[src/rtl/tile_column_feeder_if.sv]
// Row-beat input stream plus column/enable output bundle for the tile column feeder.
// slave = the feeder itself, master = the environment driving it.
interface tile_column_feeder_if #(
  parameter int N   = 4,
  parameter int D_W = 8
);
  logic             in_valid;
  logic             in_ready;
  logic [N*D_W-1:0] in_data;
  logic             stall;
  logic [N*D_W-1:0] out_data;
  logic             out_enable;
  logic             out_first;
  logic             out_last;
  logic             busy;
  logic             done;

  modport master (
    output in_valid, in_data, stall,
    input  in_ready, out_data, out_enable, out_first, out_last, busy, done
  );

  modport slave (
    input  in_valid, in_data, stall,
    output in_ready, out_data, out_enable, out_first, out_last, busy, done
  );
endinterface

[src/rtl/tile_column_feeder.sv]
// Buffers an NxN tile row-by-row, replays it one column per cycle, then N-1 zero columns; DOUBLE_BUF_EN adds a shadow buffer.
// First column one cycle after the last row beat; stall freezes STREAM/FLUSH and drops out_enable; in_ready only in LOAD unless double-buffered.
module tile_column_feeder #(
  parameter int N   = 4,
  parameter int D_W = 8
) (
  input  logic                 clk,
  input  logic                 reset,
  tile_column_feeder_if.slave  bus
);
  localparam int CW = (N > 1) ? $clog2(N) : 1;
  localparam int RW = N * D_W;
`ifdef DOUBLE_BUF_EN
  localparam int NB = 2;
`else
  localparam int NB = 1;
`endif

  typedef enum logic [1:0] {LOAD, STREAM, FLUSH} state_t;

  state_t          state;
  logic [CW-1:0]   row_cnt;
  logic [CW-1:0]   col_cnt;
  logic [CW-1:0]   flush_cnt;
  logic [RW-1:0]   mem [NB][N];
  logic            rdy;
  logic            done_q;
  logic            act;
  logic            ld_sel;
  logic            accept;
  logic            last_beat;
  logic            tile_end;
  logic [RW-1:0]   col;

`ifdef DOUBLE_BUF_EN
  logic shadow_full;
  logic next_ready;
  assign ld_sel     = ~act;
  // A tile completing on this very beat still counts as ready for the swap.
  assign next_ready = shadow_full | last_beat;
`else
  assign act    = 1'b0;
  assign ld_sel = act;
`endif

  assign accept    = bus.in_valid & rdy;
  assign last_beat = accept & (row_cnt == CW'(N - 1));
  assign tile_end  = ~bus.stall &
                     (((state == FLUSH) && (flush_cnt == CW'(N - 2))) ||
                      ((state == STREAM) && (N == 1)));

  always_ff @(posedge clk or negedge reset) begin
    if (!reset) begin
      state     <= LOAD;
      row_cnt   <= '0;
      col_cnt   <= '0;
      flush_cnt <= '0;
      rdy       <= 1'b0;
      done_q    <= 1'b0;
`ifdef DOUBLE_BUF_EN
      act         <= 1'b0;
      shadow_full <= 1'b0;
`endif
      for (int b = 0; b < NB; b++) begin
        for (int r = 0; r < N; r++) begin
          mem[b][r] <= '0;
        end
      end
    end else begin
      done_q <= 1'b0;
      if (accept) begin
        mem[ld_sel][row_cnt] <= bus.in_data;
        row_cnt              <= last_beat ? '0 : row_cnt + 1'b1;
      end

      case (state)
        LOAD: begin
`ifdef DOUBLE_BUF_EN
          rdy <= 1'b1;
`else
          rdy <= ~last_beat;
`endif
          if (last_beat) begin
            state   <= STREAM;
            col_cnt <= '0;
`ifdef DOUBLE_BUF_EN
            act     <= ~act;
`endif
          end
        end
        STREAM: begin
          if (!bus.stall) begin
            if (col_cnt == CW'(N - 1)) begin
              if (N > 1) begin
                state     <= FLUSH;
                flush_cnt <= '0;
              end
            end else begin
              col_cnt <= col_cnt + 1'b1;
            end
          end
        end
        FLUSH: begin
          if (!bus.stall && (flush_cnt != CW'(N - 2))) begin
            flush_cnt <= flush_cnt + 1'b1;
          end
        end
        default: state <= LOAD;
      endcase

`ifdef DOUBLE_BUF_EN
      if ((state != LOAD) && last_beat) begin
        shadow_full <= 1'b1;
        rdy         <= 1'b0;
      end
`endif

      if (tile_end) begin
        done_q <= 1'b1;
        rdy    <= 1'b1;
`ifdef DOUBLE_BUF_EN
        if (next_ready) begin
          state       <= STREAM;
          col_cnt     <= '0;
          act         <= ~act;
          shadow_full <= 1'b0;
        end else begin
          state <= LOAD;
        end
`else
        state <= LOAD;
`endif
      end
    end
  end

  // Row r of the active buffer contributes its element k to slice r of the column.
  always_comb begin
    col = '0;
    if (state == STREAM) begin
      for (int r = 0; r < N; r++) begin
        col[r*D_W +: D_W] = mem[act][r][col_cnt*D_W +: D_W];
      end
    end
  end

  assign bus.in_ready   = rdy;
  assign bus.out_data   = col;
  assign bus.out_enable = (state != LOAD) & ~bus.stall;
  assign bus.out_first  = (state == STREAM) && (col_cnt == '0);
  assign bus.out_last   = (state == STREAM) && (col_cnt == CW'(N - 1));
  assign bus.busy       = (state != LOAD);
  assign bus.done       = done_q;
endmodule

[src/flat_wrapper.sv]
// flat-port wrapper written by rule: the top's interface ports become plain ports
module tile_column_feeder_flat 
#(
  parameter int N   = 4,
  parameter int D_W = 8
)
  (clk, reset, bus_in_valid, bus_in_data, bus_stall, bus_in_ready, bus_out_data, bus_out_enable, bus_out_first, bus_out_last, bus_busy, bus_done);
  tile_column_feeder_if #(.N(N), .D_W(D_W)) bus_i ();
  input  logic clk;
  input  logic reset;
  input wire logic [$bits(bus_i.in_valid)-1:0] bus_in_valid;
  input wire logic [$bits(bus_i.in_data)-1:0] bus_in_data;
  input wire logic [$bits(bus_i.stall)-1:0] bus_stall;
  output wire logic [$bits(bus_i.in_ready)-1:0] bus_in_ready;
  output wire logic [$bits(bus_i.out_data)-1:0] bus_out_data;
  output wire logic [$bits(bus_i.out_enable)-1:0] bus_out_enable;
  output wire logic [$bits(bus_i.out_first)-1:0] bus_out_first;
  output wire logic [$bits(bus_i.out_last)-1:0] bus_out_last;
  output wire logic [$bits(bus_i.busy)-1:0] bus_busy;
  output wire logic [$bits(bus_i.done)-1:0] bus_done;
  assign bus_i.in_valid = bus_in_valid;
  assign bus_i.in_data = bus_in_data;
  assign bus_i.stall = bus_stall;
  assign bus_in_ready = bus_i.in_ready;
  assign bus_out_data = bus_i.out_data;
  assign bus_out_enable = bus_i.out_enable;
  assign bus_out_first = bus_i.out_first;
  assign bus_out_last = bus_i.out_last;
  assign bus_busy = bus_i.busy;
  assign bus_done = bus_i.done;
  tile_column_feeder #(.N(N), .D_W(D_W)) u_core (.clk(clk), .reset(reset), .bus(bus_i));
endmodule
[config.mk]
export PLATFORM = sky130hd
export DESIGN_NAME = tile_column_feeder_flat
export DESIGN_NICKNAME = d
export VERILOG_FILES = /design/src/rtl/tile_column_feeder_if.sv /design/src/rtl/tile_column_feeder.sv /design/src/flat_wrapper.sv
export SDC_FILE = /design/constraint.sdc
export NUM_CORES = 1
export LEC_CHECK = 0
export BUFFER_PORTS_ARGS = -buffer_cell sky130_fd_sc_hd__buf_2
export CAP_MARGIN = 20
export CORE_MARGIN = 3
export CORE_UTILIZATION = 40
export DETAILED_ROUTE_END_ITERATION = 6
export MAX_ROUTING_LAYER = met4
export SLEW_MARGIN = 10
export SYNTH_ARGS = -nofsm -noshare
export SYNTH_HDL_FRONTEND = slang
export SYNTH_SLANG_ARGS = --single-unit
[constraint.sdc]
create_clock -name clk -period 1.6 [get_ports clk]
set_input_delay 0.16 -clock clk [delete_from_list [all_inputs] [get_ports clk]]
set_output_delay 0.16 -clock clk [all_outputs]
set_load 0.03 [all_outputs]
### Word level (Yosys, flattened, before mapping)

Index checks and enable logic that the tools add are counted.

* add/subtract/negate cells: 3
* multipliers: 0
* divide/modulo/power cells: 0
* magnitude comparators: 2
* equality and inequality tests: 15
* shifts and indexed selects: 4
* mux-type cells: 21
* bitwise gates (word level): 7
* reduce and logical (&&, ||, !) cells: 15

Operators with widths (number)
* bitwise mux 128 bit: 1
* indexed part select 32 x 6 -> 8 bit: 4
* demux 32 bit (select 2 bit): 1
* 2-to-1 mux 32 bit: 2
* 2-to-1 mux 2 bit: 11
* AND reduction 4 bit: 3
* equality test 2 bit, second input constant: 4
* != test 2 bit, second input constant: 4
* one-hot mux 2 bit (2 select lines): 2
* nonzero test 2 bit: 4
* adder 2 x 1 -> 2 bit, second input constant: 3
* != test 2 x 1 -> 1 bit, second input constant: 3
* != test 3 x 1 -> 1 bit, second input constant: 2
* one-hot mux 2 bit (3 select lines): 1
* logical AND 1 bit: 5
* bitwise AND 1 bit: 4
* logical NOT 2 bit: 2
* >= comparator 3 bit, second input constant: 1
* < comparator 3 x 1 -> 1 bit, second input constant: 1
* 2-to-1 mux 1 bit: 3
* != test 3 x 2 -> 1 bit, second input constant: 1
* inverter 2 -> 3 bit: 1
* equality test 2 x 1 -> 1 bit, second input constant: 1
* inverter 1 bit: 2
* logical NOT 1 bit: 1

* flip-flop bits (word level): 138
* bits in latches: 0
* RAM bits: 0
* memory bits (read-only): 0
* input bits: 36
* output and inout bits: 38
* logic and storage cells: 77
* memories kept: 0

### Longest topological paths before layout

Gate-level depths: netlist of the first run.

* word-level depth: 6
* depth in mapped cells: 7
* mapped depth without buffers: 5

### Least setup slack after synthesis of the first run

Ideal clock, no wire load.

* path kind: register to output
* start point: reg u_core.col_cnt[0]
* end point: out bus_out_data[10]
* arrival time: 1.438 ns
* required time: 1.440 ns
* setup slack: 0.002 ns
* stages on the path, launching flop included: 5
* buffers on the path: 2
* cells stage by stage: dfrtp_1 > buf_6 > buf_12 > mux4_2 > nor2b_1

* longest elaborated chain between the ends: 2

Ends and longest elaborated chain
* start, declared: RTL line tile_column_feeder.sv:23 `logic [CW-1:0] col_cnt;`
* start signal, assigned: RTL line tile_column_feeder.sv:99 `col_cnt <= col_cnt + 1'b1;`
* indexed part select 32 x 6 -> 8 bit: RTL line tile_column_feeder.sv:142 `col[r*D_W +: D_W] = mem[act][r][col_cnt*D_W +: D_W];`
* 2-to-1 mux 32 bit: RTL line tile_column_feeder.sv:140 `if (state == STREAM) begin`
* end, declared: RTL line flat_wrapper.sv:15 `output wire logic [$bits(bus_i.out_data)-1:0] bus_out_data;`

Every way passes these cells.

### Worst setup path in the final report of the first run

* start point: reg u_core.col_cnt[0]
* end point: out bus_out_data[12]

The elaborated chain is that of the path after synthesis.

==> impl_metrics.json, run 1 <==
{
  "status": "finished, violations left",
  "violations": "setup timing",
  "dp_hpwl_mm": 9.45,
  "core_area_sq_um": 15400,
  "fin_crit_ps": 2100,
  "max_clock_freq_mhz": 476,
  "ys_seq_elements": 138,
  "fp.dieH_um": 132,
  "clkLatencyLatePin_ps": 420,
  "grt_max_degree": 51,
  "grt_pass1_vias": 4266,
  "critical_path.top_delay_family": "multiplexers",
  "ios": 74,
  "syn_area_sq_um": 6370,
  "seq_area_frac_synth_pct": 54.2,
  "initial_core_util_pct": 41.4,
  "worstPathRequired_ps": 1440,
  "setup_slack_ps": -499,
  "synth_warnings": 0,
  "synth_compound_area_share_pct": 1.40,
  "nNetsFinal": 554,
  "finClkSkew_ps": 8.34,
  "cts.sinks": 138,
  "yosys-mux-area-fraction_pct": 34.7,
  "slew_viol_final": 0,
  "drt_iter0_drc": 217,
  "synthTopCellsByCount": "dfrtp_1 (138), mux2_2 (129), nor2b_1 (31)",
  "fillers": 1250,
  "synth_top_area_share_pct": 54.2,
  "syn_area_per_cell_sq_um": 15.5,
  "ant_nets": 0,
  "finalWirelength_mm": 13.9,
  "max-cap-violations": 0,
  "synthCells": 410,
  "first_pass_iters": 4,
  "antenna_cells": 0,
  "gp_congestion": 0.798,
  "final_area_sq_um": 8250,
  "crit_type": "register to primary output",
  "synth_fp_nets": 453,
  "p_leak_nw": 3.57,
  "synth_fa_ha_area_share_pct": 1.38,
  "area_growth_pct": 29.6,
  "seq_area_sq_um": 3460,
  "power_mw": 20.0,
  "synth_cell_types": 30,
  "dr_total_vias": 3785,
  "worstPathMaxFanout": 6,
  "start_kind": "register",
  "gr-total-overflow": 0,
  "finalSetupViolCount": 36,
  "drive_gt1_share_pct": 63.5,
  "num_rows": 45,
  "power_density_nw_per_um2": 2420,
  "synthSimpleGateAreaFrac_pct": 5.01,
  "port_buffers": 73,
  "cp_cell_sequence": "buf_6, buf_12, mux4_2, nor2b_1, buf_4",
  "dpl-instance-area_sq_um": 7200,
  "ys.flop_type": "dfrtp_1",
  "async_flop_share_pct": 100,
  "synth_top_area_cell": "dfrtp_1",
  "cts_made_buffers": 17,
  "endpoint_kind": "primary output",
  "fin_crit_sh_pct": 131,
  "grt_pass1_wl_mm": 23.1,
  "critPathBufInv": 3,
  "multi_input_area_sq_um": 2860,
  "final_hold_viol_count": 0,
  "slowest_stage": "mux4_2",
  "hp-class": "input pin to register",
  "synthMostInstantiatedCell": "dfrtp_1",
  "die_w_um": 132,
  "dp_cells": 695,
  "dp_slack_ps": -85.6,
  "cts_tree": "built",
  "fin_setup_tns_ps": -14380,
  "synth_top_family_by_area": "multiplexers",
  "tightest_slew_ps": 385,
  "rsz0062_at_grt": "yes",
  "synth_area_leaders": "dfrtp_1 (54%), mux2_2 (23%), mux4_2 (9.6%)",
  "h-tree-depth": 4,
  "synth-xor-area-share_pct": 0,
  "die_area_sq_um": 17500,
  "via_per_inst": 5.15,
  "grtUsageTotal_pct": 17.4,
  "drc": 0,
  "clk_pin_slew_ps": 60,
  "slowest_delay_ps": 510,
  "relSlewSlack_pct": 74.3,
  "synth-edff-count": 0,
  "wire_per_inst_um": 18.9,
  "layout.cells.non_filler": 735,
  "grt_antenna_before_repair": 0,
  "clk_path_buf_depth": 2,
  "cts-root-buf": "clkbuf_16",
  "ir_worst_vdd_v": 0.00140,
  "arrival_ps": 1940
}
## flip-flops by register name (all words and copies together), names as in the netlist
signal               count
u_core.mem             128
u_core.col_cnt           2
u_core.bus.in_ready      1
u_core.state             2
u_core.flush_cnt         2
u_core.row_cnt           2
u_core.bus.done          1
## worst paths after layout
check / start / end / slack [ps] / cells after the start
setup / recovery: u_core.col_cnt[0]$_DFFE_PN0P_ / bus_out_data[12] / -500 / 5
hold reg to reg: u_core.state[1]$_DFFE_PN0P_ / u_core.state[0]$_DFFE_PN0P_ / 470 / 1
min in group asynchronous: reset / u_core.mem[96]$_DFFE_PN0P_ / 120 / 2
max in group asynchronous: reset / u_core.col_cnt[0]$_DFFE_PN0P_ / 990 / 3
setup reg to reg: u_core.col_cnt[0]$_DFFE_PN0P_ / u_core.col_cnt[1]$_DFFE_PN0P_ / -80 / 7
hold / removal: bus_in_data[24] / u_core.mem[56]$_DFFE_PN0P_ / 20 / 2
## power by group
| group | switching, mW | internal [mW] |
|---|---|---|
| combinational | 4.20 | 5.29 |
| sequential | 0.939 | 5.27 |
| clock | 1.54 | 2.75 |
## through the flow
step / hold slack, ps / utilization [%]
2_1_floorplan: -136 / -
3_3_place_gp: 1.22 / 46.9
3_5_place_dp: 3.20 / 46.9
4_1_cts: 16.5 / 53.2
5_1_grt: 17.4 / 53.7
6_report: 24.8 / 53.7
## layer usage
metal	up-vias	global-route usage, %	part of all wire, %
met5	-	-	0
met4	0	5.77	1.2
met3	19	3.89	4.2
met2	90	27.0	49
met1	1977	22.9	45
li1	1699	-	-
## layout by cell type (no fill, tap or decap), types with 2 or more instances in the layout
| cell type | netlist | routed |
|---|---|---|
| a21oi_1 | 2 | 2 |
| a22o_1 | 2 | 2 |
| buf_12 | 2 | 13 |
| buf_2 | 15 | 38 |
| buf_4 | 3 | 27 |
| buf_6 | 2 | 28 |
| bufinv_16 | 0 | 4 |
| clkbuf_16 | 0 | 17 |
| clkbuf_8 | 0 | 3 |
| clkinvlp_4 | 0 | 4 |
| dfrtp_1 | 138 | 136 |
| dfrtp_2 | 0 | 2 |
| ha_1 | 7 | 5 |
| ha_4 | 0 | 2 |
| inv_1 | 9 | 6 |
| inv_4 | 0 | 2 |
| inv_6 | 0 | 3 |
| mux2_2 | 129 | 129 |
| mux2i_1 | 2 | 2 |
| mux4_2 | 27 | 31 |
| nand2b_1 | 5 | 3 |
| nand3_2 | 0 | 3 |
| nor2_1 | 7 | 5 |
| nor2b_1 | 31 | 14 |
| nor2b_2 | 0 | 6 |
| nor2b_4 | 1 | 12 |
| nor3_1 | 3 | 3 |
| o21ai_0 | 6 | 3 |
| o21ai_1 | 0 | 2 |
## worst reg2reg max path, cell delays in order, from the launching register on
cell and delay, ps:
dfrtp_2 440, buf_6 160, buf_6 130, ha_4 160, buf_6 110, or3_4 340, o21ai_1 130, a22o_1 150
## logic make-up (layout without fill, tap and decap cells)
kind of cell	count (synthesis)	after routing
flops	138	138
buf+inv	34	148
mux	163	163
compound gates	14	14
fa+ha+maj	7	7
simple gates	54	54
## what timing repair did
action	CTS	global route
hold buffers	1	0
cloned	2	0
resized for setup	71	45
endpoints found under the hold margin	138	0
buffers inserted	9	0
endpoints found under the setup margin	37	40
pin swaps	3	1
## cell type report
cell class,instances,share of cell area (%)
Clock inverter,12,2.24
Clock buffer,20,5.66
Tap cell,211,3.20
Timing Repair Buffer,107,11.9
Multi-Input combinational cell,238,34.7
Sequential cell,138,41.9
Inverter,9,0.470
No activity file was read; power rests on OpenSTA's default activity.
==> run 2: changes to the inputs <==
- CORE_UTILIZATION: 40 -> 58
- PLACE_DENSITY: default -> 0.79
==> impl_metrics.json, run 2 (synthesized netlist as in run 1, its figures left out) <==
{
  "status": "finished, violations left",
  "violations": "setup timing",
  "ios": 74,
  "core_area_sq_um": 10500,
  "hp-class": "input pin to register",
  "critical_path.top_delay_family": "multiplexers",
  "crit_type": "register to primary output",
  "mostFrequentLayoutCells": "dfrtp_1 (137), mux2_2 (129), buf_4 (42), buf_2 (36), dlygate4sd3_1 (33)",
  "grt_antenna_before_repair": 0,
  "critPathBufInv": 3,
  "clk_pin_slew_ps": 60,
  "h-tree-depth": 4,
  "start_kind": "register",
  "endpoint_kind": "primary output",
  "top_register": "u_core.mem",
  "fin_crit_ps": 2170,
  "grt_pass1_vias": 4521,
  "finalSetupViolCount": 36,
  "tightest_slew_ps": 396,
  "holdWs_ps": 36.1,
  "layout.cells.non_filler": 693,
  "fin_crit_sh_pct": 136,
  "worstPathRequired_ps": 1440,
  "area_growth_pct": 31.0,
  "port_buffers": 73,
  "cts_tree": "built",
  "worst-path-stages": 5,
  "gr-total-overflow": 0,
  "first_pass_iters": 5,
  "initial_core_util_pct": 60.6,
  "holdPathStages": 3,
  "relSlewSlack_pct": 73.6,
  "setup_slack_ps": -571,
  "final_common_cell": "dfrtp_1",
  "slowest_stage": "mux4_1",
  "dp_slack_ps": -42.3,
  "cp_cell_sequence": "buf_4, buf_8, mux4_1, nor2b_1, buf_4",
  "slew_viol_final": 0,
  "die_w_um": 111,
  "num_rows": 37,
  "drc": 0,
  "nNetsFinal": 587,
  "grt_max_degree": 49,
  "grt_pass1_wl_mm": 23.7,
  "rsz0062_at_grt": "yes",
  "clkLatencyLatePin_ps": 520,
  "fp.dieH_um": 111,
  "power_density_nw_per_um2": 2340,
  "worstPathMaxFanout": 6,
  "final_hold_viol_count": 0,
  "max_clock_freq_mhz": 461,
  "dp_hpwl_mm": 8.72,
  "dr_total_vias": 3957,
  "cts-root-buf": "clkbuf_8",
  "grtUsageTotal_pct": 25.3,
  "ir_worst_vdd_v": 0.00167,
  "gp_congestion": 0.766,
  "largest_reg_flops": 128,
  "post-route-util_pct": 79.4,
  "max-cap-violations": 0,
  "power_mw": 19.5,
  "wire_per_inst_um": 20.4,
  "via_per_inst": 5.71,
  "dp_cells": 617,
  "drive_gt1_share_pct": 57.1,
  "worst-r2r-cell-count": 7,
  "antenna_cells": 0,
  "drt_iter0_drc": 195,
  "cts.sinks": 138,
  "die_area_sq_um": 12300,
  "clk_path_buf_depth": 2,
  "slowest_delay_ps": 530,
  "finalWirelength_mm": 14.1,
  "ant_nets": 0,
  "p_leak_nw": 3.66,
  "crit_top_cell": "buf_4",
  "cts_made_buffers": 17,
  "arrival_ps": 2010,
  "finClkSkew_ps": 7.28
}
run 2: worst paths after layout:
| check | startpoint | to | slack (ps) |
|---|---|---|---|
| worst max-delay path | u_core.col_cnt[0]$_DFFE_PN0P_ | bus_out_data[2] | -570 |
| worst min-delay path | bus_in_valid | u_core.row_cnt[0]$_DFFE_PN0P_ | 40 |
| worst max register to register | u_core.col_cnt[0]$_DFFE_PN0P_ | u_core.col_cnt[0]$_DFFE_PN0P_ | -90 |
| worst min register to register | u_core.mem[55]$_DFFE_PN0P_ | u_core.mem[55]$_DFFE_PN0P_ | 500 |
| max in group asynchronous | reset | u_core.mem[81]$_DFFE_PN0P_ | 870 |
| min in group asynchronous | reset | u_core.mem[32]$_DFFE_PN0P_ | 120 |
run 2: report_power, final:
| group | leakage (nW) | internal, mW | switching, mW |
|---|---|---|---|
| combinational | 1.73 | 5.19 | 4.19 |
| sequential | 1.64 | 5.27 | 1.01 |
| clock | 0.289 | 2.42 | 1.44 |
run 2: worst register-to-register path, cell delays in order, from the launching register on:
cell and delay, ps:
dfrtp_2 430, buf_4 150, buf_6 130, buf_4 140
ha_4 170, or3_4 340, o21ai_2 120, a22o_1 140
run 2: stage by stage:
step	area, sq um	setup TNS (ps)
2_1_floorplan	6370	0
3_3_place_gp	7070	-104
3_5_place_dp	7070	-297
4_1_cts	8260	-19000
5_1_grt	8340	-21030
6_report	8340	-18240
run 2: final cells by class:
type | instances | area [sq um]
flip-flops and latches | 138 | 3450
fillers | 585 | 2170
clock inverters | 10 | 115
multi-input cells | 238 | 2790
inverters | 9 | 33.8
well taps | 136 | 170
repair buffers | 140 | 1300
clock buffers | 22 | 483
run 2: layer usage:
layer / GRT usage, % / part of all wire, %
met1: 32.1 / 43
met5: - / 0
met3: 6.39 / 3.9
met4: 8.46 / 1.5
met2: 40.4 / 51
run 2: timing repair:
action / in CTS / in global routing
hold buffers: 33 / 0
hold endpoints to repair: 266 / 0
gates cloned: 0 / 0
pin swaps: 3 / 3
setup endpoints to repair: 38 / 131
setup buffers: 9 / 3
gates resized for setup: 57 / 29
